<file path="src/rtl/gene_attractor_det_if.sv">
// Bus between the gene-network sampler and the attractor detector.
//
// Handshake: start and x_valid are single-cycle qualifiers sampled on the
// rising edge of clk. There is no ready: the detector accepts every x_valid
// it sees while tracking and silently ignores samples otherwise. done is a
// one-cycle pulse. found/fixed_pt/period/transient/attr_state are valid from
// that pulse until the next start or reset.
interface gene_attractor_det_if #(
  parameter int W     = 8,
  parameter int CNT_W = 5
);
  logic             start;
  logic [W-1:0]     x_in;
  logic             x_valid;
  logic             busy;
  logic             done;
  logic             found;
  logic             fixed_pt;
  logic [CNT_W-1:0] period;
  logic [CNT_W-1:0] transient;
  logic [W-1:0]     attr_state;

  modport master (
    output start, x_in, x_valid,
    input  busy, done, found, fixed_pt, period, transient, attr_state
  );

  modport slave (
    input  start, x_in, x_valid,
    output busy, done, found, fixed_pt, period, transient, attr_state
  );
endinterface

</file>
<file path="src/rtl/gene_attractor_det.sv">
// Attractor detector for the gene network state trajectory. Stores each new
// state in a small history, compares every incoming sample against all stored
// entries in parallel and stops at the first repeat, reporting period,
// transient length, the repeated state and whether it is a fixed point.
// A trajectory longer than DEPTH distinct states reports a timeout.
module gene_attractor_det #(
  parameter int W     = 8,
  parameter int DEPTH = 16,
  parameter int CNT_W = 5
) (
  input  logic                   clk,
  input  logic                   rst_n,
  gene_attractor_det_if.slave    bus,
  output logic [1:0]             dbg_state
);

  typedef enum logic [1:0] {
    IDLE  = 2'd0,
    TRACK = 2'd1,
    DONE  = 2'd2
  } state_t;

  localparam logic [CNT_W-1:0] DEPTH_C = CNT_W'(DEPTH);
  localparam logic [CNT_W-1:0] ONE_C   = CNT_W'(1);

  state_t           state_q, state_d;
  logic [CNT_W-1:0] wr_ptr_q, wr_ptr_d;
  logic [DEPTH-1:0] vld_q, vld_d;
  logic [W-1:0]     hist_q [DEPTH];
  logic             hist_we;

  logic             busy_q, busy_d;
  logic             done_q, done_d;
  logic             found_q, found_d;
  logic             fixed_q, fixed_d;
  logic [CNT_W-1:0] period_q, period_d;
  logic [CNT_W-1:0] trans_q, trans_d;
  logic [W-1:0]     attr_q, attr_d;

  logic             match_hit;
  logic [CNT_W-1:0] match_idx;

  // Parallel compare of the sample against valid history; lowest index wins.
  always_comb begin
    match_hit = 1'b0;
    match_idx = '0;
    for (int i = DEPTH - 1; i >= 0; i--) begin
      if (vld_q[i] && (hist_q[i] == bus.x_in)) begin
        match_hit = 1'b1;
        match_idx = CNT_W'(i);
      end
    end
  end

  // Next-state and next-output logic; start overrides everything, including
  // a coincident x_valid.
  always_comb begin
    state_d  = state_q;
    wr_ptr_d = wr_ptr_q;
    vld_d    = vld_q;
    hist_we  = 1'b0;
    found_d  = found_q;
    fixed_d  = fixed_q;
    period_d = period_q;
    trans_d  = trans_q;
    attr_d   = attr_q;

    if (bus.start) begin
      state_d  = TRACK;
      wr_ptr_d = '0;
      vld_d    = '0;
      found_d  = 1'b0;
      fixed_d  = 1'b0;
      period_d = '0;
      trans_d  = '0;
      attr_d   = '0;
    end else begin
      case (state_q)
        IDLE: begin
          state_d = IDLE;
        end
        TRACK: begin
          if (bus.x_valid) begin
            if (match_hit) begin
              found_d  = 1'b1;
              period_d = wr_ptr_q - match_idx;
              fixed_d  = ((wr_ptr_q - match_idx) == ONE_C);
              trans_d  = match_idx;
              attr_d   = bus.x_in;
              state_d  = DONE;
            end else if (wr_ptr_q < DEPTH_C) begin
              hist_we  = 1'b1;
              wr_ptr_d = wr_ptr_q + ONE_C;
              for (int i = 0; i < DEPTH; i++) begin
                if (wr_ptr_q == CNT_W'(i)) begin
                  vld_d[i] = 1'b1;
                end
              end
            end else begin
              // History full with no repeat: report a timeout.
              found_d  = 1'b0;
              fixed_d  = 1'b0;
              period_d = '0;
              trans_d  = '0;
              attr_d   = '0;
              state_d  = DONE;
            end
          end
        end
        DONE: begin
          state_d = IDLE;
        end
        default: begin
          state_d = IDLE;
        end
      endcase
    end

    busy_d = (state_d == TRACK);
    done_d = (state_d == DONE);
  end

  // State, pointer, valid bits and registered outputs.
  always_ff @(posedge clk or negedge rst_n) begin
    if (!rst_n) begin
      state_q  <= IDLE;
      wr_ptr_q <= '0;
      vld_q    <= '0;
      busy_q   <= 1'b0;
      done_q   <= 1'b0;
      found_q  <= 1'b0;
      fixed_q  <= 1'b0;
      period_q <= '0;
      trans_q  <= '0;
      attr_q   <= '0;
    end else begin
      state_q  <= state_d;
      wr_ptr_q <= wr_ptr_d;
      vld_q    <= vld_d;
      busy_q   <= busy_d;
      done_q   <= done_d;
      found_q  <= found_d;
      fixed_q  <= fixed_d;
      period_q <= period_d;
      trans_q  <= trans_d;
      attr_q   <= attr_d;
    end
  end

  // History storage; contents are qualified by vld_q so no reset is needed.
  always_ff @(posedge clk) begin
    for (int i = 0; i < DEPTH; i++) begin
      if (hist_we && (wr_ptr_q == CNT_W'(i))) begin
        hist_q[i] <= bus.x_in;
      end
    end
  end

  assign bus.busy       = busy_q;
  assign bus.done       = done_q;
  assign bus.found      = found_q;
  assign bus.fixed_pt   = fixed_q;
  assign bus.period     = period_q;
  assign bus.transient  = trans_q;
  assign bus.attr_state = attr_q;
  assign dbg_state      = state_q;

endmodule
</file>
<file path="src/flat_wrapper.sv">
// flat-port wrapper written by rule: the top's interface ports become plain ports
module gene_attractor_det_flat 
#(
  parameter int W     = 8,
  parameter int DEPTH = 16,
  parameter int CNT_W = 5
)
  (clk, rst_n, dbg_state, bus_start, bus_x_in, bus_x_valid, bus_busy, bus_done, bus_found, bus_fixed_pt, bus_period, bus_transient, bus_attr_state);
  gene_attractor_det_if #(.W(W), .CNT_W(CNT_W)) bus_i ();
  input  logic clk;
  input  logic rst_n;
  output logic [1:0] dbg_state;
  input wire logic [$bits(bus_i.start)-1:0] bus_start;
  input wire logic [$bits(bus_i.x_in)-1:0] bus_x_in;
  input wire logic [$bits(bus_i.x_valid)-1:0] bus_x_valid;
  output wire logic [$bits(bus_i.busy)-1:0] bus_busy;
  output wire logic [$bits(bus_i.done)-1:0] bus_done;
  output wire logic [$bits(bus_i.found)-1:0] bus_found;
  output wire logic [$bits(bus_i.fixed_pt)-1:0] bus_fixed_pt;
  output wire logic [$bits(bus_i.period)-1:0] bus_period;
  output wire logic [$bits(bus_i.transient)-1:0] bus_transient;
  output wire logic [$bits(bus_i.attr_state)-1:0] bus_attr_state;
  assign bus_i.start = bus_start;
  assign bus_i.x_in = bus_x_in;
  assign bus_i.x_valid = bus_x_valid;
  assign bus_busy = bus_i.busy;
  assign bus_done = bus_i.done;
  assign bus_found = bus_i.found;
  assign bus_fixed_pt = bus_i.fixed_pt;
  assign bus_period = bus_i.period;
  assign bus_transient = bus_i.transient;
  assign bus_attr_state = bus_i.attr_state;
  gene_attractor_det #(.W(W), .DEPTH(DEPTH), .CNT_W(CNT_W)) u_core (.clk(clk), .rst_n(rst_n), .bus(bus_i), .dbg_state(dbg_state));
endmodule
</file>
<file path="config.mk">
export PLATFORM = sky130hd
export DESIGN_NAME = gene_attractor_det_flat
export DESIGN_NICKNAME = d
export VERILOG_FILES = /design/src/rtl/gene_attractor_det_if.sv /design/src/rtl/gene_attractor_det.sv /design/src/flat_wrapper.sv
export SDC_FILE = /design/constraint.sdc
export NUM_CORES = 1
export LEC_CHECK = 0
export ABC_AREA = 1
export CAP_MARGIN = 5
export CORE_UTILIZATION = 40
export CTS_BUF_LIST = sky130_fd_sc_hd__clkbuf_8
export DETAILED_ROUTE_END_ITERATION = 7
export HOLD_SLACK_MARGIN = 0.06
export PLACE_DENSITY_LB_ADDON = 0.3
export SLEW_MARGIN = 20
export SYNTH_ARGS = -nofsm -noshare
export SYNTH_HDL_FRONTEND = slang
export SYNTH_SLANG_ARGS = --single-unit
</file>
<file path="constraint.sdc">
create_clock -name clk -period 3.9 [get_ports clk]
set_input_delay 0.975 -clock clk [delete_from_list [all_inputs] [get_ports clk]]
set_output_delay 0.975 -clock clk [all_outputs]
set_load 0.03 [all_outputs]
</file>
==> summary.txt <==
Drt
  • DRT antenna net count: 0
  • Via count: 5783
  • Initial DRC Count: 478
  • Vias per inst: 4.77
  • Post-Route WL: 19.3 mm
  • DRC violations left: 0
  • DRT Pass-1 Iters: 5
  • Wire per inst: 15.9 um

Clock tree
  • CTS Buf Count: 17
  • H-tree depth: 4
  • Root buf cell: clkbuf_8
  • CTS clock-pin slew for the worst setup and hold paths: 0.08 ns
  • Hold Buf Count CTS: 0
  • Bufs on Longest Clock Path: 2
  • Clk sinks: 172
  • Worst-Skew Late Latency: 0.47 ns
  • CTS tree: built

Worst hold path
  • Worst Hold Depth: 2
  • Hold path startpoint: u_core.vld_q[7]
  • Worst hold path class: flop to flop
  • Hold path endpoint: u_core.vld_q[7]

Die
  • Io pins: 36
  • Row cnt: 51
  • DIE HEIGHT: 144 um
  • DIE WIDTH: 144 um
  • Core area: 19700 um^2
  • DIE AREA: 20800 um^2
  • Initial Utilization: 41.2%

Synth
  • Yosys reg bits: 172
  • Register area share after synthesis: 61.0%
  • Ys async rst share: 25.6%
  • Post-synthesis net count: 801
  • Main synth FF type: edfxtp_1
  • Synth Cell Area: 8100 um^2
  • Synth Area per Inst: 10.4 um^2
  • Synth unique cells: 51
  • Post-synth EDFFs: 128
  • Synth Instances: 779
  • Synth Warn #: 0

Timing
  • RSZ-0062 raised after global routing: no
  • Worst-Margin Slew: 0.929 ns
  • Fin crit period: 3.71 ns
  • Period utilisation layout: 95.0%
  • Slew Limit Headroom: 38.1%
  • Worst hold slack: 0.488 ns
  • Layout Skew: 0.0168 ns
  • Fmax: 270 MHz
  • Max-slew violations: 0
  • # setup viols final: 0
  • Fin. Hold Viols: 0
  • Final setup margin: 0.193 ns
  • Setup TNS: 0 ns

Worst setup path
  • RR Startpoint: u_core.hist_q[7][2]
  • Worst-path cell chain: clkdlybuf4s50_1 > inv_2 > buf_4 > nor2_1 > nor4_1 > nand3_1 > nand2_1 > nand2_1 > nand2_1 > nand2_1 > nand2_1 > nand2_1 > nand2_1 > a21boi_1 > ha_2 > fa_1 > o21ai_1 > xor2_1 > nand4_1 > o21ai_2
  • WP data required: 4.29 ns
  • Arr. time, crit path: 4.09 ns
  • Critical Path Fanout Max: 10
  • CP max-delay cell: clkdlybuf4s50_1
  • Reg2reg setup slack: 0.90 ns
  • Critical path's largest stage delay: 0.43 ns
  • Most used cell along the critical path: nand2_1
  • Crit Path Class: primary input to flop
  • CP Launch Type: primary input
  • Crit end category: flop
  • FF-to-FF path depth: 23
  • Reg-to-reg endpoint: u_core.bus.fixed_pt

Global route
  • Initial antenna violation count: 0
  • Total GRT Usage: 20.2%
  • Largest net degree at the start of global routing: 38
  • Vias in the first global route: 5540
  • GRT overflow: 0
  • Global-route wire length before repair: 30.6 mm

Placement
  • PortBufs: 34
  • Placer Congestion: 0.908
  • Pre-CTS setup slack: -0.502 ns
  • Dpl hpwl: 14.2 mm

Final layout
  • Area growth, synth to finish: 25.0%
  • Final nets: 957
  • Antenna diodes: 0
  • Ratio of cells with drive above 1 in the final layout: 21.5%

Pwr
  • Peak supply drop: 0.228 mV
  • P_leak: 4.45 nW
  • Cell Pwr Density: 342 nW/um^2

Job
  • Max_cap viols: 0

Outcome
  • Status: finished, final reports clean
Yosys cell counts, drive strengths merged, types with 2 or more instances:
cell type	number	share of area [%]
a22o	2	0.22
nand2	177	8.5
ha	9	1.4
a21boi	2	0.19
a21oi	12	0.88
a211oi	5	0.46
nand3b	2	0.19
nor3b	4	0.43
nor2	68	3.5
buf	21	2.0
nand3	27	1.9
clkbuf	5	0.23
or2	7	0.54
dfrtp	44	14
xnor2	18	1.9
o31ai	2	0.19
o22ai	20	1.5
nand4	12	0.93
edfxtp	128	47
inv	109	5.1
nor3	16	1.2
xor2	26	2.8
nor4	4	0.31
o21ai	49	3.5
what timing repair did:
action / in CTS / in global routing
setup buffers: 0 / 5
pin swaps: 0 / 4
setup endpoints to repair: 1 / 4
gates resized for setup: 1 / 21
sequential cells by signal, indices dropped and copies added (netlist names):
signal                 cells
u_core.bus.fixed_pt        1
u_core.bus.transient       4
u_core.bus.done            1
u_core.bus.period          5
u_core.vld_q              16
u_core.bus.busy            1
u_core.bus.attr_state      8
u_core.dbg_state           2
u_core.hist_q            128
u_core.bus.found           1
u_core.wr_ptr_q            5
placed cells by master (no fill, tap or decap), drive strengths merged, types with 5 or more instances in the layout:
master / count
edfxtp: 128
dfrtp: 44
o21ai: 49
o22ai: 20
nand2: 177
nand3: 27
a211oi: 5
a21oi: 12
xnor2: 18
buf: 131
clkdlybuf4s50: 28
ha: 9
inv: 119
xor2: 26
nor3: 16
or2: 7
clkbuf: 18
nand4: 12
nor2: 68
area by class of cell:
class	instances	area, um^2
multi-input cells	472	2590
flip-flops and latches	172	4940
inverters	109	422
fillers	1823	9530
clock inverters	14	106
repair buffers	163	1480
well taps	265	332
clock buffers	18	248
critical path, delay by kind of cell:
kind	cells	cell delay [ns]
xor+xnor	1	0.20
simple gates	11	1.13
fa+ha+maj	2	0.61
buf+inv	3	0.81
compound gates	3	0.37
power by group:
group	switching [W]	total, W	leakage, nW	internal, W
Clock	0.000607	0.00117	0.220	0.000559
Combinational	0.000179	0.000304	2.48	0.000125
Sequential	0.00000928	0.00199	1.75	0.00198
layer usage:
layer / vias up / track usage, % / share of wire [%]
met3: 28 / 3.97 / 4.8
met2: 134 / 31.3 / 46
li1: 2894 / - / -
met5: - / 0 / 0
met4: 0 / 6.48 / 2.0
met1: 2727 / 28.4 / 47
through the flow:
step           area [um^2]  total power [W]  util [%]  instances
6_report             10100          0.00346      51.5       1213
5_1_grt              10100          0.00358      51.5       1213
4_1_cts              10000          0.00348      51.0       1208
3_5_place_dp          9670          0.00233      49.2       1176
3_3_place_gp          9670          0.00233      49.2       1176
2_1_floorplan         8100          0.00217         -        779
how the worst max path moves through the flow:
stage / start / end / cells past startpoint
6_report: bus_x_in[1] / u_core.bus.fixed_pt / 20
5_1_grt: bus_x_in[2] / u_core.bus.fixed_pt / 28
4_1_cts: bus_x_in[7] / u_core.bus.fixed_pt / 19
3_5_place_dp: bus_x_in[3] / u_core.bus.fixed_pt / 22
3_3_place_gp: bus_x_in[3] / u_core.bus.fixed_pt / 22
2_1_floorplan: bus_x_in[4] / u_core.bus.fixed_pt / 17
kinds of logic (layout without fill, tap and decap cells):
logic type / Yosys count / count (layout) / share of synthesized area [%]
compound gates: 98 / 98 / 7.58
flops: 172 / 172 / 61.0
xor+xnor: 44 / 44 / 4.76
other cells: 1 / 1 / 0.0463
fa+ha+maj: 10 / 10 / 1.64
simple gates: 319 / 319 / 17.6
buf+inv: 135 / 304 / 7.32
Note: power is estimated with default switching activity, not from simulation.
